[config.mk]
export PLATFORM = sky130hd
export DESIGN_NAME = pci_burst_fifo_flat
export DESIGN_NICKNAME = d
export VERILOG_FILES = /design/src/rtl/pci_burst_fifo_if.sv /design/src/rtl/pci_burst_fifo.sv /design/src/flat_wrapper.sv
export SDC_FILE = /design/constraint.sdc
export NUM_CORES = 1
export LEC_CHECK = 0
export ABC_AREA = 1
export CAP_MARGIN = 40
export CORE_ASPECT_RATIO = 0.6
export CORE_UTILIZATION = 42
export DETAILED_ROUTE_END_ITERATION = 16
export PLACE_DENSITY = 0.65
export SKIP_LAST_GASP = 1
export SYNTH_ARGS = -nofsm -noshare
export SYNTH_HDL_FRONTEND = slang
export SYNTH_SLANG_ARGS = --single-unit
[constraint.sdc]
create_clock -name CLK40 -period 2.65 [get_ports CLK40]
set_input_delay 0.3975 -clock CLK40 [delete_from_list [all_inputs] [get_ports CLK40]]
set_output_delay 0.3975 -clock CLK40 [all_outputs]
set_load 0.03 [all_outputs]
[src/rtl/pci_burst_fifo_if.sv]
// Bus bundle for the PCI burst FIFO: write side, read side, flush and status flags.
// The FIFO attaches through the slave modport and the producer/consumer through master.
interface pci_burst_fifo_if #(
  parameter int DATA_WIDTH = 32,
  parameter int DEPTH      = 8
);
  localparam int LW = $clog2(DEPTH) + 1;

  logic                  FLUSH;
  logic                  WR_EN;
  logic [DATA_WIDTH-1:0] WR_DATA;
  logic                  WR_LAST;
  logic                  FULL;
  logic                  RD_EN;
  logic [DATA_WIDTH-1:0] RD_DATA;
  logic                  RD_LAST;
  logic                  EMPTY;
  logic                  BURST_READY;
  logic [LW-1:0]         LEVEL;
  logic                  OVERFLOW;
  logic                  UNDERFLOW;

  modport master (
    output FLUSH, WR_EN, WR_DATA, WR_LAST, RD_EN,
    input  FULL, RD_DATA, RD_LAST, EMPTY, BURST_READY, LEVEL, OVERFLOW, UNDERFLOW
  );

  modport slave (
    input  FLUSH, WR_EN, WR_DATA, WR_LAST, RD_EN,
    output FULL, RD_DATA, RD_LAST, EMPTY, BURST_READY, LEVEL, OVERFLOW, UNDERFLOW
  );
endinterface

[src/rtl/pci_burst_fifo.sv]
// First-word fall-through FIFO that tags burst boundaries, forces a boundary every
// BURST_LEN words and reports when at least one complete burst is stored.
module pci_burst_fifo #(
  parameter int DATA_WIDTH = 32,
  parameter int DEPTH      = 8,
  parameter int BURST_LEN  = 4
) (
  input  logic           CLK40,
  input  logic           RESET,
  pci_burst_fifo_if.slave bus
);
  localparam int AW  = (DEPTH > 1) ? $clog2(DEPTH) : 1;
  localparam int LW  = $clog2(DEPTH) + 1;
  localparam int WCW = (BURST_LEN > 1) ? $clog2(BURST_LEN) : 1;

  // Each entry carries the last-of-burst flag in its top bit.
  logic [DATA_WIDTH:0] mem [DEPTH];

  logic [AW-1:0]  wr_ptr;
  logic [AW-1:0]  rd_ptr;
  logic [LW-1:0]  level;
  logic [LW-1:0]  bcnt;
  logic [WCW-1:0] wcnt;
  logic           ovf;
  logic           unf;

  logic                empty;
  logic                full;
  logic [DATA_WIDTH:0] head;
  logic                head_last;
  logic                wr_last_flag;
  logic                wr_acc;
  logic                rd_acc;
  logic                burst_in;
  logic                burst_out;

  assign empty        = (level == '0);
  assign full         = (level == LW'(DEPTH));
  assign head         = mem[rd_ptr];
  assign head_last    = head[DATA_WIDTH];
  assign wr_last_flag = bus.WR_LAST | (wcnt == WCW'(BURST_LEN - 1));

  // Full/empty are qualified on the pre-edge state, so a pop never makes room for
  // a write on the same edge.
  assign wr_acc    = bus.WR_EN & ~full  & ~bus.FLUSH;
  assign rd_acc    = bus.RD_EN & ~empty & ~bus.FLUSH;
  assign burst_in  = wr_acc & wr_last_flag;
  assign burst_out = rd_acc & head_last;

  // Storage is data-only and deliberately left out of reset.
  always_ff @(posedge CLK40) begin
    if (wr_acc) begin
      mem[wr_ptr] <= {wr_last_flag, bus.WR_DATA};
    end
  end

  always_ff @(posedge CLK40 or posedge RESET) begin
    if (RESET) begin
      wr_ptr <= '0;
      rd_ptr <= '0;
      level  <= '0;
      bcnt   <= '0;
      wcnt   <= '0;
      ovf    <= 1'b0;
      unf    <= 1'b0;
    end else if (bus.FLUSH) begin
      wr_ptr <= '0;
      rd_ptr <= '0;
      level  <= '0;
      bcnt   <= '0;
      wcnt   <= '0;
      ovf    <= 1'b0;
      unf    <= 1'b0;
    end else begin
      if (wr_acc) begin
        wr_ptr <= wr_ptr + AW'(1);
        wcnt   <= wr_last_flag ? '0 : wcnt + WCW'(1);
      end
      if (rd_acc) begin
        rd_ptr <= rd_ptr + AW'(1);
      end
      if (bus.WR_EN && full) begin
        ovf <= 1'b1;
      end
      if (bus.RD_EN && empty) begin
        unf <= 1'b1;
      end
      case ({wr_acc, rd_acc})
        2'b10:   level <= level + LW'(1);
        2'b01:   level <= level - LW'(1);
        default: level <= level;
      endcase
      case ({burst_in, burst_out})
        2'b10:   bcnt <= bcnt + LW'(1);
        2'b01:   bcnt <= bcnt - LW'(1);
        default: bcnt <= bcnt;
      endcase
    end
  end

  assign bus.FULL        = full;
  assign bus.EMPTY       = empty;
  assign bus.LEVEL       = level;
  assign bus.RD_DATA     = head[DATA_WIDTH-1:0];
  assign bus.RD_LAST     = ~empty & head_last;
  assign bus.BURST_READY = (bcnt != '0);
  assign bus.OVERFLOW    = ovf;
  assign bus.UNDERFLOW   = unf;
endmodule

[src/flat_wrapper.sv]
// flat-port wrapper written by rule: the top's interface ports become plain ports
module pci_burst_fifo_flat 
#(
  parameter int DATA_WIDTH = 32,
  parameter int DEPTH      = 8,
  parameter int BURST_LEN  = 4
)
  (CLK40, RESET, bus_FLUSH, bus_WR_EN, bus_WR_DATA, bus_WR_LAST, bus_RD_EN, bus_FULL, bus_RD_DATA, bus_RD_LAST, bus_EMPTY, bus_BURST_READY, bus_LEVEL, bus_OVERFLOW, bus_UNDERFLOW);
  pci_burst_fifo_if #(.DATA_WIDTH(DATA_WIDTH), .DEPTH(DEPTH)) bus_i ();
  input  logic CLK40;
  input  logic RESET;
  input wire logic [$bits(bus_i.FLUSH)-1:0] bus_FLUSH;
  input wire logic [$bits(bus_i.WR_EN)-1:0] bus_WR_EN;
  input wire logic [$bits(bus_i.WR_DATA)-1:0] bus_WR_DATA;
  input wire logic [$bits(bus_i.WR_LAST)-1:0] bus_WR_LAST;
  input wire logic [$bits(bus_i.RD_EN)-1:0] bus_RD_EN;
  output wire logic [$bits(bus_i.FULL)-1:0] bus_FULL;
  output wire logic [$bits(bus_i.RD_DATA)-1:0] bus_RD_DATA;
  output wire logic [$bits(bus_i.RD_LAST)-1:0] bus_RD_LAST;
  output wire logic [$bits(bus_i.EMPTY)-1:0] bus_EMPTY;
  output wire logic [$bits(bus_i.BURST_READY)-1:0] bus_BURST_READY;
  output wire logic [$bits(bus_i.LEVEL)-1:0] bus_LEVEL;
  output wire logic [$bits(bus_i.OVERFLOW)-1:0] bus_OVERFLOW;
  output wire logic [$bits(bus_i.UNDERFLOW)-1:0] bus_UNDERFLOW;
  assign bus_i.FLUSH = bus_FLUSH;
  assign bus_i.WR_EN = bus_WR_EN;
  assign bus_i.WR_DATA = bus_WR_DATA;
  assign bus_i.WR_LAST = bus_WR_LAST;
  assign bus_i.RD_EN = bus_RD_EN;
  assign bus_FULL = bus_i.FULL;
  assign bus_RD_DATA = bus_i.RD_DATA;
  assign bus_RD_LAST = bus_i.RD_LAST;
  assign bus_EMPTY = bus_i.EMPTY;
  assign bus_BURST_READY = bus_i.BURST_READY;
  assign bus_LEVEL = bus_i.LEVEL;
  assign bus_OVERFLOW = bus_i.OVERFLOW;
  assign bus_UNDERFLOW = bus_i.UNDERFLOW;
  pci_burst_fifo #(.DATA_WIDTH(DATA_WIDTH), .DEPTH(DEPTH), .BURST_LEN(BURST_LEN)) u_core (.CLK40(CLK40), .RESET(RESET), .bus(bus_i));
endmodule
# ---- Word-level counts from Yosys, hierarchy flattened
# Memories as Yosys holds them, arrays and structs flattened.
# Index checks and enable logic that the tools add are counted.
dict set report word_totals {
  mem_count 1
  ramBits 264
  output_inout_bits 42
  reg_bits 18
}
dict set report op_classes {
  n_mux 17
  n_reduce_logical 10
  addsub 7
  bitwise 11
  eq_ne 6
}
# name depth word_bits rd rd_clocked_by_memory_dff write_ports line
set memory_table {}
lappend memory_table {u_core.mem 8 33 1 0 1 pci_burst_fifo.sv:17} ;# logic [DATA_WIDTH:0] mem [DEPTH];
# operator count
set ops {}
lappend ops {{one-hot mux 4 bit (2 select lines)} 2}
lappend ops {{2-to-1 mux 3 bit} 4}
lappend ops {{adder 4 x 1 -> 4 bit, second input constant} 2}
lappend ops {{2-to-1 mux 4 bit} 2}
lappend ops {{nonzero test 2 bit} 4}
lappend ops {{subtractor 4 x 1 -> 4 bit, second input constant} 2}
lappend ops {{AND 1 bit} 7}
lappend ops {{adder 3 x 1 -> 3 bit, second input constant} 2}
lappend ops {{equality test 2 bit, second input constant} 3}
lappend ops {{2-to-1 mux 1 bit} 6}
lappend ops {{2-to-1 mux 2 bit} 3}
lappend ops {{nonzero test 3 bit} 2}
lappend ops {{equality test 2 x 1 -> 1 bit, second input constant} 2}
lappend ops {{equality test 4 bit, second input constant} 1}
lappend ops {{logical NOT 4 bit} 1}
lappend ops {{nonzero test 4 bit} 1}
lappend ops {{inverter 1 bit} 3}
lappend ops {{adder 2 x 1 -> 2 bit, second input constant} 1}
lappend ops {{logical AND 1 bit} 2}
lappend ops {{bitwise OR 1 bit} 1}

# ---- Longest topological paths before layout
dict set report depth {
  word_depth 8
  depth_mapped 16
  mapped_depth_nobuf 15
}

# ---- Worst setup path after synthesis
# OpenSTA, ideal clock, no wires.
dict set report synth_path {
  path_type {register -> register}
  start {register u_core.level[2], in the netlist u_core.bus.LEVEL[2]}
  end {memory u_core.mem[0][0] (netlist name) (enable)}
  slack_ns -0.336
  stages_incl_launch_ff 7
  required_ns 2.227
  n_path_buf 0
  period_less_slack_ns 2.986
  arrival_ns 2.562
  path_cell_list {dfrtp_1 inv_1 nand3_1 nand3_1 inv_1 nand2_1 nor2_1}
}
dict set report synth_via {
  elab_chain_cells 6
}
# item line
set synth_lines {}
lappend synth_lines {{from (decl)} pci_burst_fifo.sv:21} ;# logic [LW-1:0] level;
lappend synth_lines {{from (signal assigned)} pci_burst_fifo.sv:89} ;# 2'b10: level <= level + LW'(1);
lappend synth_lines {{from (signal assigned)} pci_burst_fifo.sv:90} ;# 2'b01: level <= level - LW'(1);
lappend synth_lines {{from (signal assigned)} pci_burst_fifo.sv:91} ;# default: level <= level;
lappend synth_lines {{equality test 4 bit} pci_burst_fifo.sv:38} ;# assign full = (level == LW'(DEPTH));
lappend synth_lines {{inverter 1 bit} pci_burst_fifo.sv:45} ;# assign wr_acc = bus.WR_EN & ~full & ~bus.FLUSH;
lappend synth_lines {{AND 1 bit (2 in a row)} pci_burst_fifo.sv:45}
lappend synth_lines {{2-to-1 mux 1 bit} pci_burst_fifo.sv:52} ;# if (wr_acc) begin
lappend synth_lines {{2-to-1 mux 1 bit (not written as such)} pci_burst_fifo.sv:53} ;# mem[wr_ptr] <= {wr_last_flag, bus.WR_DATA};
lappend synth_lines {{to (decl)} pci_burst_fifo.sv:17}
# No other way between the ends.

# ---- Worst setup path in the final report
dict set report layout_path {
  start {register u_core.rd_ptr[0]}
  end {output port bus_RD_DATA[7]}
}
dict set report layout_via {
  elab_chain_cells 1
}
# item line
set layout_lines {}
lappend layout_lines {{from (decl)} pci_burst_fifo.sv:20} ;# logic [AW-1:0] rd_ptr;
lappend layout_lines {{from (signal assigned)} pci_burst_fifo.sv:80} ;# rd_ptr <= rd_ptr + AW'(1);
lappend layout_lines {{memory (8 x 33 bit)} n/a}
lappend layout_lines {{to (decl)} flat_wrapper.sv:18} ;# output wire logic [$bits(bus_i.RD_DATA)-1:0] bus_RD_DATA;
# No other way between the ends.

==> results.cfg <==
[worst_setup_path]
timing.critical_path.from_type = register
cp_data_arrival_time_ns = 2.23
start_of_the_worst_register_to_register_path = u_core.rd_ptr[0]
cp_class = reg -> out
worstSetupEndpointType = output pin
cp.required_ns = 2.25
r2r_slack_ns = 0.26
crit_path_max_fanout = 32
critical_path.reg2reg.endpoint = u_core.bcnt[3]
reg2regPathDepth = 15
cp-startpoint = u_core.rd_ptr[0]

[yosys]
post_synth_num_cell_types = 29
synthesis.instances = 905
synth_seq_cells = 282
post_synthesis_cell_area_um2 = 11300
synth_fp_nets = 950
post_synth.cell_area_avg_um2 = 12.5
yosys_warnings = 0
sequential_fraction_of_the_synthesis_area_pct = 74.2

[global_route]
global_route.usage.total_pct = 19.0
grt_antenna_before_repair = 0
global_route_wire_length_before_repair_um = 40000
grt_start_max_net_pins = 59
grt.overflow.total = 0
vias_in_the_first_global_route = 6984

[place]
place.detailed.hpwl_um = 14800
dp.cells = 1324
port_buffers = 79
globalplace.congestion = 0.837

[route]
avgViaCountPerCell = 5.33
wl_um = 26700
route.detailed.wl_per_inst_um = 19.2
drt_iter0_drc = 631
first_pass_iteration_count_of_the_detailed_router = 5
route.detailed.drc = 0
ant_nets = 0
routed-via-count = 7399

[floorplan]
fp.dieArea_um2 = 27600
floorplan.initialDensity_pct = 42.8
placementRows = 46
core_um2 = 26400
die_width_um = 214
num_io_pins = 80
dieHeight_um = 129

[clock_tree]
cts_tree = done
clock-root-buffer = clkbuf_16
ctsHtreeMaxLevel = 1
tritoncts.num_buffers = 26
clock-sinks = 282
clk_pin_slew_ns = 0.07
clock_path_buffers = 3
clock_latency_ns = 0.55

[outcome]
run_status = completed

[sta]
finalMaxSlewViolations = 0
worstMarginPinSlew_ns = 0.710
post-route-min-period_ns = 2.62
slew_headroom_pct = 52.6
period_utilisation_layout_pct = 99.0
max_clock_freq_mhz = 381
worst_clock_skew_ns = 0.0135
final-setup-viol-count = 0
timing.final.hold_violations = 0
fin_setup_tns_ns = 0
setup_repair_after_global_routing_missed_its_margin = true

[layout]
drive_above_1_share_pct = 15.5
multiInputGateArea_um2 = 2680
final-instance-count-excl-fill = 1387
seqCellArea_um2 = 8380
net_count_final = 1052
insertedDiodeCount = 0
fill_cells = 2198
areaGrowthSynthToFinish_pct = 24.0

[min_path]
timing.hold.worst.class = in -> async

[power_and_ir_drop]
max-vdd-ir-drop_mv = 0.547
power.density_cell_area_nw_per_um2 = 979
p_leak_nw = 4.93

[job]
max_cap_viol_count = 0
==> per-layer routing <==
metal / track usage [%] / wire (um)
met1: 29.4 / 13000
met2: 27.9 / 11600
met3: 3.66 / 1600
met4: 3.78 / 426
met5: 0 / 0
==> how the worst max path moves through the flow <==
stage,end,slack (ns),depth (start not counted)
finish,bus_RD_DATA[7],0.03,7
global route,bus_RD_DATA[28],-0.07,8
CTS,bus_RD_DATA[28],-0.009,7
detailed placement,u_core.mem[1][8],0.21,7
global placement,u_core.mem[0][11],0.27,7
floorplan,u_core.mem[0][0],-0.34,6
==> critical path: stages, from the launching register on <==
cell and delay (ns):
dfrtp_4 0.58, clkinv_8 0.13, buf_16 0.18, o21ai_0 0.10, o22ai_1 0.15, nor2_1 0.07
a31oi_1 0.23, buf_4 0.21
==> kinds of logic (layout without fill, tap and decap cells) <==
logic type | count (synthesis) | count (layout) | synth area share [%]
and+or+nand+nor | 316 | 316 | 11.5
DFF | 282 | 282 | 74.2
AOI/OAI and AO/OA | 213 | 213 | 10.2
buffers and inverters | 84 | 206 | 3.10
adders and majority gates | 7 | 7 | 0.775
xor gates and xnor gates | 3 | 3 | 0.233
==> synth_stat cells <==
library cell | instances | area, um^2
ha_1 | 7 | 87.6
buf_2 | 14 | 70.1
nand3_2 | 4 | 40.0
nor2_4 | 2 | 22.5
a31oi_1 | 32 | 200
dfrtp_1 | 18 | 450
o21ai_1 | 4 | 20.0
buf_1 | 1 | 3.75
o31ai_1 | 1 | 7.51
inv_4 | 1 | 6.26
a21oi_1 | 5 | 25.0
inv_1 | 29 | 109
nand2_1 | 47 | 176
o21ai_2 | 2 | 17.5
xor2_1 | 2 | 17.5
nor2_1 | 236 | 886
clkbuf_1 | 33 | 124
nand3_4 | 1 | 17.5
edfxtp_1 | 264 | 7930
xnor2_1 | 1 | 8.76
o21ai_0 | 136 | 681
nand4_1 | 1 | 6.26
nand2_2 | 4 | 25.0
buf_6 | 2 | 22.5
nand3_1 | 17 | 85.1
nand4_2 | 2 | 25.0
inv_2 | 4 | 15.0
o22ai_1 | 33 | 206
nand3b_1 | 2 | 15.0
==> report_power, final <==
part	switching, mW	internal [mW]	total, mW
logic	2.75	1.71	4.46
registers	0.129	5.06	5.19
clock network	1.67	2.39	4.06
total	4.56	9.15	13.7
==> metrics by stage <==
stage               power [mW]  setup WS, ns  instance area, um^2  util, %  hold slack [ns]
finish                    13.7        0.0270                14000     53.0            0.268
global route              14.3       -0.0656                14000     53.0            0.341
CTS                       13.6      -0.00931                13900     52.4            0.288
detailed placement        9.21         0.206                12700     48.2            0.503
global placement          9.17         0.274                12700     48.2            0.495
floorplan                 7.78        -0.336                11300        -            0.336
==> layout make-up <==
class	instances	share of cell area, %
sequential	282	59.8
multi-input combinational	539	19.1
timing repair buffer	124	10.3
clock buffer	29	4.72
tap	360	3.22
clock inverter	19	1.83
inverter	34	1.00
==> sequential cells by signal, indices dropped and copies added (netlist names) <==
register and cells:
u_core.mem 264, u_core.bus.OVERFLOW 1, u_core.bcnt 4, u_core.bus.UNDERFLOW 1, u_core.bus.LEVEL 4, u_core.wcnt 2, u_core.wr_ptr 3, u_core.rd_ptr 3
==> cells in the final DEF (no fill, tap or decap), types with 16 or more instances in the layout <==
master / count
inv_1: 27
clkbuf_16: 29
a31oi_1: 28
o21ai_0: 133
nand3_1: 17
o22ai_1: 29
buf_4: 51
nand2_1: 47
nor2_1: 228
edfxtp_1: 264
dfrtp_1: 16
clkdlybuf4s50_1: 45
==> timing repair <==
action	4_1_cts	5_1_grt
endpoints found under the hold margin	0	0
hold buffers	0	0
gates cloned	3	3
resized for setup	10	14
pin swaps	1	1
setup buffers	5	4
setup endpoints to repair	31	27
(Power assumes the default switching activity.)
